## config.mk

```make
export PLATFORM = sky130hd
export DESIGN_NAME = cdb_broadcast_queue
export DESIGN_NICKNAME = d
export VERILOG_FILES = /design/src/rtl/cdb_broadcast_queue.sv
export SDC_FILE = /design/constraint.sdc
export NUM_CORES = 1
export LEC_CHECK = 0
export ABC_CLOCK_PERIOD_IN_PS = 8200
export CAP_MARGIN = 40
export CORE_MARGIN = 8
export CORE_UTILIZATION = 30
export DETAILED_ROUTE_END_ITERATION = 16
export PLACE_DENSITY = 0.59
export SLEW_MARGIN = 20
export SYNTH_ARGS = -nofsm -noshare
export SYNTH_HDL_FRONTEND = slang
export SYNTH_SLANG_ARGS = --single-unit
```

## constraint.sdc

```tcl
create_clock -name clk -period 8.2 [get_ports clk]
set_input_delay 1.64 -clock clk [delete_from_list [all_inputs] [get_ports clk]]
set_output_delay 1.64 -clock clk [all_outputs]
set_load 0.005 [all_outputs]
```

## src/rtl/cdb_broadcast_queue.sv

```systemverilog
// -----------------------------------------------------------------------------
// cdb_broadcast_queue
//
// Collects completed results from N_FU functional units, grants at most one
// per cycle with a round-robin arbiter, buffers the granted results in a
// FIFO and presents the FIFO head to the common data bus (CDB) with a
// valid/ready handshake (first-word-fall-through).
//
// A functional unit raises fu_done with result/tag stable and holds it until
// it sees its fu_queued pulse. A per-FU "accepted" flag keeps a done level
// that is still high after the grant from being queued twice. The flag is
// cleared when the FU is dispatched again (fu_ce).
//
// Ports:
//   clk, rst     clock; synchronous active-high reset
//   fu_done      per-FU completion level
//   fu_ce        per-FU dispatch enable (a new operation starts)
//   fu_result    flattened results, FU i at [i*DATA_WIDTH +: DATA_WIDTH]
//   fu_tag       flattened tags,    FU i at [i*TAG_WIDTH  +: TAG_WIDTH]
//   fu_queued    one-hot grant pulse, high in the cycle FU i is written
//   cdb_valid    FIFO head valid
//   cdb_data     head result (don't-care while cdb_valid=0)
//   cdb_tag      head tag    (don't-care while cdb_valid=0)
//   cdb_ready    consumer accepts the head this cycle
//   count        current occupancy (0..DEPTH)
//   full, empty  occupancy flags
//
// Parameters: N_FU >= 2; DEPTH a power of two >= 2.
// -----------------------------------------------------------------------------
module cdb_broadcast_queue #(
  parameter int N_FU       = 4,
  parameter int DATA_WIDTH = 32,
  parameter int TAG_WIDTH  = 7,
  parameter int DEPTH      = 8
) (
  input  logic                         clk,
  input  logic                         rst,
  input  logic [N_FU-1:0]              fu_done,
  input  logic [N_FU-1:0]              fu_ce,
  input  logic [N_FU*DATA_WIDTH-1:0]   fu_result,
  input  logic [N_FU*TAG_WIDTH-1:0]    fu_tag,
  output logic [N_FU-1:0]              fu_queued,
  output logic                         cdb_valid,
  output logic [DATA_WIDTH-1:0]        cdb_data,
  output logic [TAG_WIDTH-1:0]         cdb_tag,
  input  logic                         cdb_ready,
  output logic [$clog2(DEPTH):0]       count,
  output logic                         full,
  output logic                         empty
);

  localparam int PTR_W   = $clog2(DEPTH);
  localparam int CNT_W   = PTR_W + 1;
  localparam int RR_W    = $clog2(N_FU);
  localparam int ENTRY_W = TAG_WIDTH + DATA_WIDTH;

  // ---------------------------------------------------------------------------
  // State
  // ---------------------------------------------------------------------------
  logic [ENTRY_W-1:0] mem [DEPTH];
  logic [PTR_W-1:0]   rd_ptr;
  logic [PTR_W-1:0]   wr_ptr;
  logic [RR_W-1:0]    rr_ptr;
  logic [N_FU-1:0]    accepted;

  // ---------------------------------------------------------------------------
  // Unpack the flattened per-FU buses
  // ---------------------------------------------------------------------------
  logic [DATA_WIDTH-1:0] result_arr [N_FU];
  logic [TAG_WIDTH-1:0]  tag_arr    [N_FU];

  for (genvar i = 0; i < N_FU; i++) begin : g_unpack
    assign result_arr[i] = fu_result[i*DATA_WIDTH +: DATA_WIDTH];
    assign tag_arr[i]    = fu_tag[i*TAG_WIDTH +: TAG_WIDTH];
  end

  // ---------------------------------------------------------------------------
  // Occupancy flags
  // ---------------------------------------------------------------------------
  assign full      = (count == CNT_W'(DEPTH));
  assign empty     = (count == '0);
  assign cdb_valid = ~empty;

  // ---------------------------------------------------------------------------
  // Eligibility and round-robin arbitration
  // ---------------------------------------------------------------------------
  // A unit being dispatched this cycle is starting a new operation, so its
  // done level (if any) belongs to the old one and must not be queued.
  logic [N_FU-1:0] eligible;
  assign eligible = fu_done & ~accepted & ~fu_ce;

  // (base + k) mod N_FU without requiring N_FU to be a power of two.
  function automatic logic [RR_W-1:0] rr_offset(input logic [RR_W-1:0] base,
                                                input int unsigned     k);
    int unsigned sum;
    sum = 32'(base) + k;
    if (sum >= N_FU) sum = sum - N_FU;
    return sum[RR_W-1:0];
  endfunction

  logic            grant_valid;
  logic [RR_W-1:0] grant_idx;
  logic [RR_W-1:0] next_rr;

  // NOTE: every variable written in a combinational block gets a default
  // first, so no path leaves it unassigned and no latch is inferred.
  always_comb begin
    grant_valid = 1'b0;
    grant_idx   = '0;
    // No grant while full (a same-cycle pop does not make room) or while in
    // reset, so fu_queued reads as zero in the reset state.
    if (!rst && !full) begin
      for (int k = 0; k < N_FU; k++) begin
        if (!grant_valid && eligible[rr_offset(rr_ptr, k)]) begin
          grant_valid = 1'b1;
          grant_idx   = rr_offset(rr_ptr, k);
        end
      end
    end
  end

  assign next_rr   = rr_offset(grant_idx, 1);
  assign fu_queued = grant_valid ? (N_FU'(1) << grant_idx) : '0;

  // ---------------------------------------------------------------------------
  // FIFO handshake
  // ---------------------------------------------------------------------------
  logic               push;
  logic               pop;
  logic [ENTRY_W-1:0] push_entry;

  assign push       = grant_valid;
  assign pop        = cdb_valid & cdb_ready;
  assign push_entry = {tag_arr[grant_idx], result_arr[grant_idx]};

  // First-word-fall-through: the head is always on the bus.
  assign {cdb_tag, cdb_data} = mem[rd_ptr];

  // ---------------------------------------------------------------------------
  // Control state
  // ---------------------------------------------------------------------------
  // NOTE: sequential state uses non-blocking assignments so every register
  // samples pre-edge values regardless of statement order.
  always_ff @(posedge clk) begin
    if (rst) begin
      count    <= '0;
      rd_ptr   <= '0;
      wr_ptr   <= '0;
      rr_ptr   <= '0;
      accepted <= '0;
    end else begin
      if (push) begin
        wr_ptr <= wr_ptr + 1'b1;  // DEPTH is a power of two: wraps naturally
        rr_ptr <= next_rr;        // next scan starts just past the winner
      end
      if (pop) begin
        rd_ptr <= rd_ptr + 1'b1;
      end
      unique case ({push, pop})
        2'b10:   count <= count + 1'b1;
        2'b01:   count <= count - 1'b1;
        default: ;  // idle, or push and pop together
      endcase
      // Set on grant, cleared on re-dispatch; the clear wins when both occur.
      accepted <= (accepted | fu_queued) & ~fu_ce;
    end
  end

  // NOTE: the storage array has no reset; entries are only read once written,
  // guarded by count, so clearing it would add fanout for no benefit.
  always_ff @(posedge clk) begin
    if (push) begin
      mem[wr_ptr] <= push_entry;
    end
  end

endmodule

```

# Yosys cells after proc, flatten, opt, wreduce, memory -nomap -nowiden
# Memory sizes are Yosys's and may differ from the RTL's. A register that Yosys moved wholly into a read port is not among the register bits.
# Cells that the tools add are included.
op_classes:
  add_sub_neg: 13
  n_lt_le_gt_ge: 10
  eq_ne: 3
  shifts: 1
  mux: 42
  bitwise_logic: 9
  n_reduce_logical: 11
ops:
  columns: ["operator", "count"]
  rows:
  - ["32-bit binary-select mux with 2-bit select", 1]
  - ["32-bit two-way mux", 2]
  - ["2-bit two-way mux", 14]
  - ["3-bit >= comparator, second input constant", 5]
  - ["7-bit binary-select mux with 2-bit select", 1]
  - ["1-bit two-way mux", 14]
  - ["7-bit two-way mux", 2]
  - ["4-bit bitwise AND", 3]
  - ["2-bit by 3-bit < comparator with 1-bit output, second input constant", 4]
  - ["2-bit by 1-bit subtractor with 2-bit output, second input constant", 5]
  - ["1-bit binary-select mux with 2-bit select", 4]
  - ["4-bit inverter", 2]
  - ["4-bit case mux with 2 select lines", 1]
  - ["2-bit by 1-bit adder with 3-bit output, second input constant", 2]
  - ["2-bit by 2-bit adder with 3-bit output, second input constant", 2]
  - ["3-bit by 1-bit adder with 3-bit output, second input constant", 2]
  - ["3-bit two-way mux", 2]
  - ["1-bit logical NOT", 5]
  - ["4-bit by 1-bit adder with 4-bit output, second input constant", 1]
  - ["4-bit equality test, second input constant", 1]
  - ["1-bit logical AND", 4]
  - ["4-bit logical NOT", 1]
  - ["4-bit two-way mux", 1]
  - ["4-bit OR", 1]
  - ["9 further kinds", 9]
totals:
  register_bits: 16
  ram_bits: 312
  out_inout_bits: 50
  mem_count: 1
mem_list:
  columns: ["memory", "depth", "word_bits", "rd", "rd_clocked_by_memory_dff", "write_ports", "line_no", "rtl"]
  rows:
  - ["mem", 8, 39, 1, 1, 1, "60", "logic [ENTRY_W-1:0] mem [DEPTH];"]

# Logic depth before layout (Yosys ltp)
logic_depth:
  word_depth: 24
  ltp_mapped: 12

# Least setup slack after synthesis
# Ideal clock, no wire load.
synth_path:
  path_type: "input -> register"
  start: "in fu_ce[0]"
  end: "mem mem[2][0] (netlist name), enable pin"
  setup_ps: 546
  arrival_time_ps: 6500
  required_time_ps: 7654
  path_slack_ps: 1154
  stages: 4
  cell_sequence: "or3b_1 a31oi_4 inv_2 nor4b_1"
synth_via:
  elab_chain_len: 20
  elab_cells_between_ends: 26
synth_rtl:
  columns: ["item", "line_no", "rtl"]
  rows:
  - ["start: declaration", "39", "input logic [N_FU-1:0] fu_ce,"]
  - ["4-bit inverter *", "90", "assign eligible = fu_done & ~accepted & ~fu_ce;"]
  - ["4-bit bitwise AND *", "90", null]
  - ["1-bit binary-select mux with 2-bit select", "114", "if (!grant_valid && eligible[rr_offset(rr_ptr, k)]) begin"]
  - ["1-bit two-way mux (not written as such)", "114", null]
  - ["1-bit two-way mux", "114", null]
  - ["1-bit two-way mux", "112", "if (!rst && !full) begin"]
  - ["1-bit logical NOT", "114", null]
  - ["1-bit logical AND", "114", null]
  - ["[... 4 more ...]", null, null]
  - ["1-bit two-way mux", "114", null]
  - ["1-bit two-way mux", "112", null]
  - ["1-bit logical NOT", "114", null]
  - ["1-bit logical AND", "114", null]
  - ["1-bit two-way mux *", "114", null]
  - ["1-bit two-way mux *", "112", null]
  - ["1-bit two-way mux *", "172", "if (push) begin"]
  - ["1-bit two-way mux (not written as such) *", "173", "mem[wr_ptr] <= push_entry;"]
  - ["end: declaration", "60", null]
# Mark *: on every way between the ends. The rest lies on a longest branch, timed or not. The select of a mux whose other input is x is not followed.

# Final worst setup path
layout_path:
  start: "in rst"
  end: "out fu_queued[0]"
layout_via:
  elab_chain_len: 5
  elab_cells_between_ends: 6
layout_rtl:
  columns: ["item", "line_no", "rtl"]
  rows:
  - ["start: declaration", "37", "input logic rst,"]
  - ["1-bit logical NOT *", "112", null]
  - ["1-bit logical AND *", "112", null]
  - ["2-bit two-way mux", "112", null]
  - ["1-bit by 2-bit left shift with 4-bit output", "123", "assign fu_queued = grant_valid ? (N_FU'(1) << grant_idx) : '0;"]
  - ["4-bit two-way mux *", "123", null]
  - ["end: declaration", "42", "output logic [N_FU-1:0] fu_queued,"]
# Mark *: on every way between the ends. The rest lies on a longest branch, timed or not.

==> run_summary.xml <==
<?xml version="1.0" encoding="UTF-8"?>
<metrics>
  <group name="setup_path">
    <metric name="worstPathArrival" unit="ps">4640</metric>
    <metric name="crit_path_top_delay_cell" unit="">clkdlybuf4s50_1</metric>
    <metric name="critical_path.cell_chain" unit="">clkdlybuf4s50_1 -&gt; or2_1 -&gt; a31oi_4 -&gt; inv_2 -&gt; nor3_4 -&gt; inv_2 -&gt; ha_1 -&gt; and2_1 -&gt; clkdlybuf4s50_1</metric>
    <metric name="setup.worst_path.start_class" unit="">primary input</metric>
    <metric name="crit_path_largest_cell_delay" unit="ps">750</metric>
    <metric name="cp_data_required_time" unit="ps">6560</metric>
    <metric name="timing.setup.critical_path_class" unit="">in -&gt; out</metric>
    <metric name="critPathCaptureType" unit="">output pin</metric>
    <metric name="path_max_fanout" unit="">18</metric>
  </group>
  <group name="clocking">
    <metric name="clock_tree.root_cell" unit="">clkbuf_16</metric>
    <metric name="cts-resized-gates" unit="">0</metric>
    <metric name="numClockSinks" unit="">331</metric>
    <metric name="htreeDepth" unit="">2</metric>
    <metric name="cts_post_setup_buffers_inserted" unit="">0</metric>
    <metric name="tritoncts" unit="">built</metric>
    <metric name="cts.hold.buffers_added" unit="">0</metric>
    <metric name="worst_setup_hold_path_clk_slew" unit="ps">60</metric>
    <metric name="clock_insertion_delay_worst_skew" unit="ps">510</metric>
    <metric name="cts_made_buffers" unit="">36</metric>
    <metric name="cts-root-to-sink-buffers" unit="">3</metric>
  </group>
  <group name="layout">
    <metric name="fill_cells" unit="">4235</metric>
    <metric name="final_layout_size_suffix_gt1_share" unit="%">20.8</metric>
    <metric name="nets" unit="">1113</metric>
    <metric name="area_growth" unit="%">28.7</metric>
    <metric name="insertedDiodeCount" unit="">0</metric>
  </group>
  <group name="routing">
    <metric name="via_per_inst" unit="">4.72</metric>
    <metric name="first_iter_violations" unit="">330</metric>
    <metric name="drt_first_pass_iters" unit="">5</metric>
    <metric name="number_of_nets_with_antenna_violations_after_routing" unit="">0</metric>
    <metric name="vias" unit="">7400</metric>
    <metric name="drt_wl_total" unit="mm">32.5</metric>
    <metric name="drcViolationCount" unit="">0</metric>
    <metric name="routedWlPerCell" unit="um">20.7</metric>
  </group>
  <group name="logic_synthesis">
    <metric name="syn_inst" unit="">704</metric>
    <metric name="mappedNetlistArea" unit="mm^2">0.0140</metric>
    <metric name="ys_types" unit="">43</metric>
    <metric name="postSynthNetCount" unit="">880</metric>
    <metric name="syn_avg_cell_area" unit="um^2">19.9</metric>
    <metric name="yosysWarnings" unit="">0</metric>
    <metric name="postSynthRegisterBits" unit="">331</metric>
    <metric name="synth_sequential_area_ratio" unit="%">69.6</metric>
  </group>
  <group name="sta">
    <metric name="tns" unit="ps">0</metric>
    <metric name="final.min_clock_period" unit="ps">6280</metric>
    <metric name="final-hold-violation-count" unit="">0</metric>
    <metric name="rsz0062_at_grt" unit="">false</metric>
    <metric name="slew_headroom" unit="%">43.9</metric>
    <metric name="final_worst_path_period_share" unit="%">76.6</metric>
    <metric name="max_slew.worst_pin.slew" unit="ps">819</metric>
    <metric name="worst_clock_skew_on_the_final_layout" unit="ps">11.8</metric>
    <metric name="setup-violations-final" unit="">0</metric>
    <metric name="maxSlewViolCount" unit="">0</metric>
    <metric name="achievable_frequency" unit="GHz">0.159</metric>
  </group>
  <group name="grt">
    <metric name="first_pass_grt_wire_length" unit="mm">48.8</metric>
    <metric name="grt_use_total" unit="%">11.8</metric>
    <metric name="grt_max_degree" unit="">48</metric>
    <metric name="initial_antenna_violation_count" unit="">0</metric>
    <metric name="grt_overflow_total" unit="">0</metric>
    <metric name="number_of_global_route_vias_before_repair" unit="">8033</metric>
  </group>
  <group name="place">
    <metric name="globalplace.congestion" unit="">0.722</metric>
    <metric name="place_hpwl" unit="mm">19.8</metric>
    <metric name="io_buffers" unit="">216</metric>
  </group>
  <group name="power_and_ir_drop">
    <metric name="power_density" unit="mW/mm^2">253</metric>
    <metric name="power_leakage" unit="nW">5.82</metric>
    <metric name="power.ir.vdd_worst" unit="mV">0.156</metric>
    <metric name="power" unit="mW">4.56</metric>
  </group>
  <group name="run_status">
    <metric name="run_status" unit="">finished, final reports clean</metric>
  </group>
  <group name="die">
    <metric name="die_boundary_height" unit="um">232</metric>
    <metric name="die-area" unit="mm^2">0.0539</metric>
    <metric name="io_pins" unit="">217</metric>
    <metric name="rows" unit="">79</metric>
    <metric name="die_width" unit="um">232</metric>
    <metric name="core_region_area" unit="mm^2">0.0464</metric>
    <metric name="floorplan.initialDensity" unit="%">30.2</metric>
  </group>
  <group name="job">
    <metric name="maxCapViolCount" unit="">0</metric>
  </group>
  <group name="worst_hold_path">
    <metric name="worst_hold_path_type" unit="">reg -&gt; reg</metric>
  </group>
</metrics>
## logic make-up after synthesis
kind of cell             Yosys count  share of synthesized area, %
adder cells (fa/ha/maj)            9                         0.804
XOR/XNOR                           7                         0.438
buffers and inverters             46                          1.62
AO/OA/AOI/OAI                     20                         0.947
flip-flops                       331                          69.6
AND/OR/NAND/NOR                   54                          2.37
multiplexers                     237                          24.2
## final timing paths
path,start,to,slack (ps),cells past startpoint
max reg2reg,count[0],mem[1][32],4700,9
min,count[3],count[3],510,2
min reg2reg,count[3],count[3],510,2
max,rst,fu_queued[0],1920,9
## power breakdown
part,internal (mW),switching (mW)
registers,2.04,0.0649
clock network,0.832,0.608
logic,0.558,0.463
## per-stage QoR
step	instance area, um^2	utilization, %	hold WS [ps]	setup WS (ps)	instances
after floorplan	14000	-	482	1150	704
after global placement	16900	36.5	499	1950	1503
after detailed placement	17000	36.6	505	1900	1505
after CTS	18000	38.9	510	1890	1568
after global routing	18000	38.9	542	1700	1569
final	18000	38.9	508	1920	1569
## registers in the layout, summed over array words and instances, names as in the netlist, named ones only
| signal | count |
|---|---|
| accepted | 4 |
| count | 4 |
| wr_ptr | 3 |
| rr_ptr | 2 |
| rd_ptr | 3 |
| mem | 312 |
## area by class of cell
cell class                      instances  area, um^2  share of cell area (%)
Clock buffer                           50         975                    5.40
Clock inverter                         13        73.8                   0.409
Inverter                                5        18.8                   0.104
Multi-Input combinational cell        327        4100                    22.7
Sequential cell                       331        9760                    54.1
Tap cell                              607         759                    4.21
Timing Repair Buffer                  236        2360                    13.1
## layer usage
layer	global-route usage, %	wire length, um
met1	15.6	14600
met3	3.49	2420
met2	19.1	15000
met5	0	0
met4	2.58	492
## synthesized netlist by cell type (all sizes together)
| cell | instances | share of area [%] |
|---|---|---|
| nor3b | 5 | 0.34 |
| xor2 | 4 | 0.25 |
| clkbuf | 19 | 0.51 |
| or4 | 1 | 0.054 |
| a31oi | 2 | 0.20 |
| nor4 | 1 | 0.045 |
| nor4bb | 1 | 0.071 |
| inv | 5 | 0.13 |
| nand2b | 1 | 0.045 |
| a311oi | 1 | 0.063 |
| nor2 | 11 | 0.29 |
| and2 | 5 | 0.22 |
| a21oi | 9 | 0.32 |
| dfxtp | 19 | 2.7 |
| nor3 | 7 | 0.33 |
| nor4b | 3 | 0.19 |
| edfxtp | 312 | 67 |
| o22a | 1 | 0.063 |
| nor2b | 2 | 0.089 |
| o21ai | 4 | 0.14 |
| a22oi | 1 | 0.054 |
| ha | 9 | 0.80 |
| mux4 | 78 | 13 |
| nand4b | 1 | 0.063 |
| nand2 | 9 | 0.24 |
| mux2 | 39 | 3.1 |
| nand3b | 2 | 0.11 |
| or2 | 1 | 0.045 |
| xnor2 | 3 | 0.19 |
| buf | 22 | 0.97 |
| or3 | 2 | 0.089 |
| o221ai | 1 | 0.063 |
| or3b | 2 | 0.14 |
| o22ai | 1 | 0.045 |
| mux2i | 120 | 8.6 |
## critical path, delay by kind of cell
kind / cells / cell delay [ps]
AND/OR/NAND/NOR: 3 / 910
buffers and inverters: 4 / 1490
AO/OA/AOI/OAI: 1 / 380
adder cells (fa/ha/maj): 1 / 210
## cell usage in the layout, fill, tap and decap left out, types with 2 or more instances in the layout
cell type	instances
a21oi_1	9
a31oi_4	2
and2_1	5
buf_12	2
buf_4	17
clkbuf_1	13
clkbuf_16	37
clkdlybuf4s50_1	216
clkinv_1	6
clkinv_2	2
clkinvlp_4	2
dfxtp_1	16
dfxtp_4	2
edfxtp_1	312
ha_1	9
inv_1	3
inv_2	2
inv_6	3
mux2_2	39
mux2i_1	120
mux4_2	78
nand2_1	9
nand3b_1	2
nor2_1	10
nor2b_1	2
nor3_1	4
nor3_2	2
nor3b_2	4
nor4b_2	2
o21ai_0	4
or3_1	2
xnor2_1	3
xor2_1	4
(Power assumes the default switching activity.)
